===== src/rtl/ahb_master.sv =====
// ahb_master: single-outstanding AHB-Lite master bridging a valid/ready request
// port to an AHB bus and returning a one-cycle response strobe.
// Optional feature: define AHB_MASTER_TIMEOUT_EN to abort transfers stalled
// for TIMEOUT_CYCLES consecutive hready_i=0 cycles.
// Ports:
//   hclk_i, hreset_i          clock, synchronous active-high reset
//   req_valid_i/req_ready_o   request handshake
//   req_addr_i, req_wdata_i   request address / write data
//   req_write_i, req_size_i   request direction / AHB size
//   rsp_valid_o               one-cycle response strobe
//   rsp_rdata_o, rsp_err_o    response read data / error flag
//   haddr_o, htrans_o, hwrite_o, hsize_o, hwdata_o   AHB master outputs
//   hrdata_i, hready_i, hresp_i                      AHB slave returns
module ahb_master #(
    parameter int unsigned DATA_WIDTH     = 32,
    parameter int unsigned TIMEOUT_CYCLES = 256
) (
    input  logic                  hclk_i,
    input  logic                  hreset_i,
    input  logic                  req_valid_i,
    output logic                  req_ready_o,
    input  logic [DATA_WIDTH-1:0] req_addr_i,
    input  logic [DATA_WIDTH-1:0] req_wdata_i,
    input  logic                  req_write_i,
    input  logic [2:0]            req_size_i,
    output logic                  rsp_valid_o,
    output logic [DATA_WIDTH-1:0] rsp_rdata_o,
    output logic                  rsp_err_o,
    output logic [DATA_WIDTH-1:0] haddr_o,
    output logic [1:0]            htrans_o,
    output logic                  hwrite_o,
    output logic [2:0]            hsize_o,
    output logic [DATA_WIDTH-1:0] hwdata_o,
    input  logic [DATA_WIDTH-1:0] hrdata_i,
    input  logic                  hready_i,
    input  logic [1:0]            hresp_i
);

    localparam logic [1:0] TRANS_IDLE   = 2'b00;
    localparam logic [1:0] TRANS_NONSEQ = 2'b10;
    localparam logic [1:0] RESP_ERROR   = 2'b01;

    typedef enum logic [1:0] {
        S_IDLE,
        S_ADDR,
        S_DATA,
        S_RESP
    } state_t;

    state_t                state;
    logic [DATA_WIDTH-1:0] wdata_q;
    logic                  misaligned_c;
    logic                  timeout_c;

    // Requests that would be illegal on the bus are answered locally with an error
    always_comb begin
        misaligned_c = 1'b0;
        if (req_size_i > 3'd2)
            misaligned_c = 1'b1;
        else if (req_size_i == 3'd1 && req_addr_i[0])
            misaligned_c = 1'b1;
        else if (req_size_i == 3'd2 && req_addr_i[1:0] != 2'b00)
            misaligned_c = 1'b1;
    end

`ifdef AHB_MASTER_TIMEOUT_EN
    localparam int unsigned CNT_W = $clog2(TIMEOUT_CYCLES + 1);

    logic [CNT_W-1:0] stall_cnt;

    // Consecutive stalled bus cycles; any ready cycle or leaving the bus phases clears it
    always_ff @(posedge hclk_i) begin
        if (hreset_i || hready_i || !(state == S_ADDR || state == S_DATA))
            stall_cnt <= '0;
        else
            stall_cnt <= stall_cnt + CNT_W'(1);
    end

    // Fires on the TIMEOUT_CYCLES-th consecutive stalled cycle
    assign timeout_c = !hready_i && (stall_cnt == CNT_W'(TIMEOUT_CYCLES - 1));
`else
    localparam int unsigned unused_timeout_cycles = TIMEOUT_CYCLES;

    assign timeout_c = 1'b0;
`endif

    // Transfer FSM; every output is a register updated here
    always_ff @(posedge hclk_i) begin
        if (hreset_i) begin
            state       <= S_IDLE;
            req_ready_o <= 1'b0;
            rsp_valid_o <= 1'b0;
            rsp_rdata_o <= '0;
            rsp_err_o   <= 1'b0;
            haddr_o     <= '0;
            htrans_o    <= TRANS_IDLE;
            hwrite_o    <= 1'b0;
            hsize_o     <= 3'd0;
            hwdata_o    <= '0;
            wdata_q     <= '0;
        end else begin
            rsp_valid_o <= 1'b0;
            case (state)
                S_IDLE: begin
                    req_ready_o <= 1'b1;
                    if (req_valid_i && req_ready_o) begin
                        req_ready_o <= 1'b0;
                        if (misaligned_c) begin
                            state       <= S_RESP;
                            rsp_valid_o <= 1'b1;
                            rsp_err_o   <= 1'b1;
                            rsp_rdata_o <= '0;
                        end else begin
                            state    <= S_ADDR;
                            htrans_o <= TRANS_NONSEQ;
                            haddr_o  <= req_addr_i;
                            hwrite_o <= req_write_i;
                            hsize_o  <= req_size_i;
                            wdata_q  <= req_wdata_i;
                        end
                    end
                end
                S_ADDR: begin
                    if (hready_i) begin
                        state    <= S_DATA;
                        htrans_o <= TRANS_IDLE;
                        hwdata_o <= wdata_q;
                    end else if (timeout_c) begin
                        state       <= S_RESP;
                        htrans_o    <= TRANS_IDLE;
                        rsp_valid_o <= 1'b1;
                        rsp_err_o   <= 1'b1;
                        rsp_rdata_o <= '0;
                    end
                end
                S_DATA: begin
                    if (hready_i) begin
                        state       <= S_RESP;
                        rsp_valid_o <= 1'b1;
                        if (hresp_i == RESP_ERROR) begin
                            // Second cycle of the two-cycle ERROR response
                            rsp_err_o   <= 1'b1;
                            rsp_rdata_o <= '0;
                        end else begin
                            rsp_err_o <= 1'b0;
                            if (!hwrite_o)
                                rsp_rdata_o <= hrdata_i;
                        end
                    end else if (timeout_c) begin
                        state       <= S_RESP;
                        rsp_valid_o <= 1'b1;
                        rsp_err_o   <= 1'b1;
                        rsp_rdata_o <= '0;
                    end
                end
                S_RESP: begin
                    state       <= S_IDLE;
                    req_ready_o <= 1'b1;
                end
                default: begin
                    state <= S_IDLE;
                end
            endcase
        end
    end

endmodule


===== config.mk =====
export PLATFORM = sky130hd
export DESIGN_NAME = ahb_master
export DESIGN_NICKNAME = d
export VERILOG_FILES = /design/src/rtl/ahb_master.sv
export SDC_FILE = /design/constraint.sdc
export NUM_CORES = 1
export LEC_CHECK = 0
export CORE_MARGIN = 4
export CORE_UTILIZATION = 46
export CTS_CLUSTER_SIZE = 8
export DETAILED_ROUTE_END_ITERATION = 12
export GPL_TIMING_DRIVEN = 0
export PLACE_DENSITY = 0.85
export SETUP_SLACK_MARGIN = 0.02
export SKIP_CTS_REPAIR_TIMING = 1
export SLEW_MARGIN = 40
export SYNTH_ARGS = -nofsm -noshare
export SYNTH_HDL_FRONTEND = slang
export SYNTH_SLANG_ARGS = --single-unit
export TNS_END_PERCENT = 30

===== constraint.sdc =====
create_clock -name hclk_i -period 4.6 [get_ports hclk_i]
set_input_delay 0.92 -clock hclk_i [delete_from_list [all_inputs] [get_ports hclk_i]]
set_output_delay 0.92 -clock hclk_i [all_outputs]
set_load 0.005 [all_outputs]

==> summary.txt <==
Final layout
  • Filler-free cell count of the finished design: 1007
  • Layout cells sized above 1: 5.652%
  • Final layout net count: 965
  • Filler cell count: 825
  • # diodes: 0
  • Area Overhead vs Synth: 55.69%

Timing
  • Fin. Hold Viols: 0
  • RSZ-0062 raised after global routing: false
  • Worst Skew: 6.564 ps
  • Fmax achieved: 392.6 MHz
  • WHS: 450.0 ps
  • Post-route setup TNS: 0 ps
  • Period utilization: 55.37%
  • Final min period: 2547 ps
  • Normalized max-slew margin: 61.71%
  • Worst Max-Slew Pin Slew: 571.9 ps
  • Max Transition Viols Final: 0
  • Setup violators final: 0

Synth
  • Count of state elements after synthesis: 138
  • Count of warnings emitted by yosys: 0
  • Post-synth top area cell: dfxtp_1
  • Synth top area share: 53.03%
  • Cell area after synthesis: 5210 um2
  • Seq/Total Area, Yosys: 53.03%
  • Largest cells by area after synthesis: dfxtp_1 53%, nand2_1 17%, a21oi_1 9.9%, mux2i_1 6.1%, nand2b_1 4.2%
  • Mapped Nets: 737
  • Post-Synthesis Cells: 626
  • Synth unique cells: 35
  • Syn_area_per_cell: 8.323 um2

Outcome
  • Status: finished clean

Min path
  • Worst hold path class: flip-flop to flip-flop

Setup path
  • Top Family by Delay on Critical Path: buffers and inverters
  • Buf+Inv Stages, Crit Path: 3
  • Max stage delay on crit path: 500 ps
  • Worst Path Max Fanout: 10
  • Crit path required time: 4930 ps
  • CP cell instances: clkdlybuf4s50_1 > or3_4 > a211oi_4 > buf_4 > buf_6 > nand2_1 > a21oi_1
  • Critical Path AT: 2880 ps
  • Launching element type of the critical path: primary input
  • Critical path's slowest cell: clkdlybuf4s50_1
  • CP Class: primary input to flip-flop
  • Worst Setup End Kind: flip-flop

Global routing
  • First-pass GRT wire length: 24710 um
  • Met1 global-route usage: 26.07%
  • Largest net degree at the start of global routing: 17
  • Gr ovfl total: 0
  • Initial antenna violation count: 0
  • GR peak layer: met2
  • GR met3 Demand/Resource: 8.298%
  • Number of global-route vias before repair: 5186
  • Total Routing Usage GR: 23.80%
  • Met2 Use GR: 40.86%

Route
  • DR pass1 iterations: 4
  • Via count: 5031
  • Final wirelength: 15680 um
  • Antenna Violating Nets Remaining: 0
  • Average wire per standard cell: 15.57 um
  • DRC violations left: 0
  • Via density per instance: 4.996
  • Drt first-iter violations: 327

Floorplan
  • Die area: 13090 um2
  • FP Rows: 38
  • Die Span X: 114.4 um
  • Core Area: 10980 um2
  • Die height: 114.4 um
  • Initial core utilization: 47.44%
  • # IOs: 211

Placed design
  • GPL Wtd Cong: 0.7877
  • Port bufs: 209
  • Hpwl dp: 11850 um
  • Dpl cells: 975

Clock tree
  • Clock Latency Late Sink: 410 ps
  • Clock Root Buffer: clkbuf_16
  • Num CTS Buffers: 17
  • Clock slew at reported path FFs: 60 ps
  • Clock Path Buffers: 2
  • Clk sink count: 138
  • H-tree levels: 4
  • CTS tree: yes

Job
  • Max-cap viol count: 0

Power and ir drop
  • Leakage: 0.002925 uW
  • PD cells: 431.2 nW/um2
  • VDD IR max: 0.2333 mV
cell families (layout without fill, tap and decap cells):
| group | after synthesis | in the layout | share of synthesized area (%) |
|---|---|---|---|
| AND/OR/NAND/NOR | 285 | 285 | 23.01 |
| other | 1 | 1 | 0.07198 |
| buffers and inverters | 47 | 288 | 4.227 |
| multiplexers | 32 | 32 | 6.148 |
| AO/OA/AOI/OAI | 118 | 118 | 12.32 |
| adder cells (fa/ha/maj) | 5 | 5 | 1.201 |
| flip-flops | 138 | 138 | 53.03 |
cells in the mapped netlist:
cell type / instances
nor2_1: 4
dfxtp_1: 138
mux2i_1: 32
o311ai_0: 1
a221oi_1: 1
o211ai_1: 1
and4b_1: 1
nor4bb_1: 1
nand3_1: 2
or3_4: 1
a211oi_1: 1
a21oi_1: 103
ha_1: 5
a211o_1: 2
o21a_1: 1
a31oi_1: 1
a21bo_2: 1
nand2_1: 234
buf_6: 2
and3b_1: 1
a21o_1: 1
o21ai_0: 3
buf_4: 5
nor2b_1: 2
buf_1: 5
clkbuf_1: 24
nor3b_1: 1
buf_2: 8
nand2b_1: 35
nor3_1: 2
and2_1: 1
a41o_1: 1
a211oi_4: 1
conb_1: 1
inv_1: 3
registers in the layout, summed over array words and instances, names as in the netlist:
signal,flops
state,2
hwrite_o,1
rsp_err_o,1
rsp_valid_o,1
hsize_o,3
wdata_q,32
hwdata_o,32
haddr_o,32
rsp_rdata_o,32
htrans_o,1
req_ready_o,1
cell type report:
| type | instances | area (um2) | share of cell area [%] |
|---|---|---|---|
| Tap cell | 140 | 175.2 | 2.159 |
| Sequential cell | 138 | 2763 | 34.06 |
| Clock buffer | 19 | 442.9 | 5.460 |
| Buffer | 44 | 209.0 | 2.576 |
| Multi-Input combinational cell | 441 | 2227 | 27.46 |
| Timing Repair Buffer | 209 | 2092 | 25.79 |
| Clock inverter | 13 | 191.4 | 2.360 |
| Inverter | 3 | 11.26 | 0.1388 |
final timing paths:
kind / start / end / slack [ps] / cells after the start
max: req_addr_i[0] / wdata_q[28]$_SDFFE_PP0P_ / 2050 / 7
min: wdata_q[4]$_SDFFE_PP0P_ / hwdata_o[4]$_SDFFE_PP0P_ / 450 / 2
max reg2reg: state[0]$_SDFFE_PP0P_ / wdata_q[28]$_SDFFE_PP0P_ / 2520 / 8
min reg2reg: wdata_q[4]$_SDFFE_PP0P_ / hwdata_o[4]$_SDFFE_PP0P_ / 450 / 2
worst register-to-register path, cell delays in order, from the launching register on:
cell,delay [ps]
dfxtp_1,330
inv_1,130
ha_1,270
nand3_1,200
a211oi_4,410
buf_4,270
buf_6,160
nand2_1,70
a21oi_1,140
layout by cell type, fill, tap and decap left out, types with 3 or more instances in the layout:
cell	Yosys	final
ha_1	5	5
dfxtp_1	138	138
clkbuf_1	24	25
buf_2	8	8
nor2_1	4	4
buf_4	5	5
o21ai_0	3	3
clkinvlp_4	0	3
inv_1	3	3
nand2_1	234	234
inv_6	0	3
clkbuf_16	0	17
nand2b_1	35	35
clkdlybuf4s50_1	0	209
buf_1	5	5
a21oi_1	103	103
mux2i_1	32	32
bufinv_16	0	4
report_power, final:
group	internal, uW	total, uW	switching (uW)
Sequential	1250	1290	39.6
Clock	928	1450	524
Combinational	367	752	385
Total	2550	3500	948
stage by stage:
| stage | utilization [%] | total power, uW | setup WS (ps) | instance area, um2 |
|---|---|---|---|---|
| 5_1_grt | 73.86 | 3637 | 1929 | 8112 |
| 6_report | 73.86 | 3498 | 2053 | 8112 |
| 3_3_place_gp | 68.08 | 2034 | 1695 | 7477 |
| 3_5_place_dp | 68.08 | 2067 | 1648 | 7477 |
| 2_1_floorplan | - | 1774 | 2417 | 5210 |
| 4_1_cts | 73.86 | 3513 | 2064 | 8112 |
layer usage:
metal / routed length [um] / up-vias
met2: 7720 / 181
met5: 0 / -
met3: 1299 / 36
met4: 480 / 0
li1: - / 2493
met1: 6176 / 2321
(Power assumes the default switching activity.)
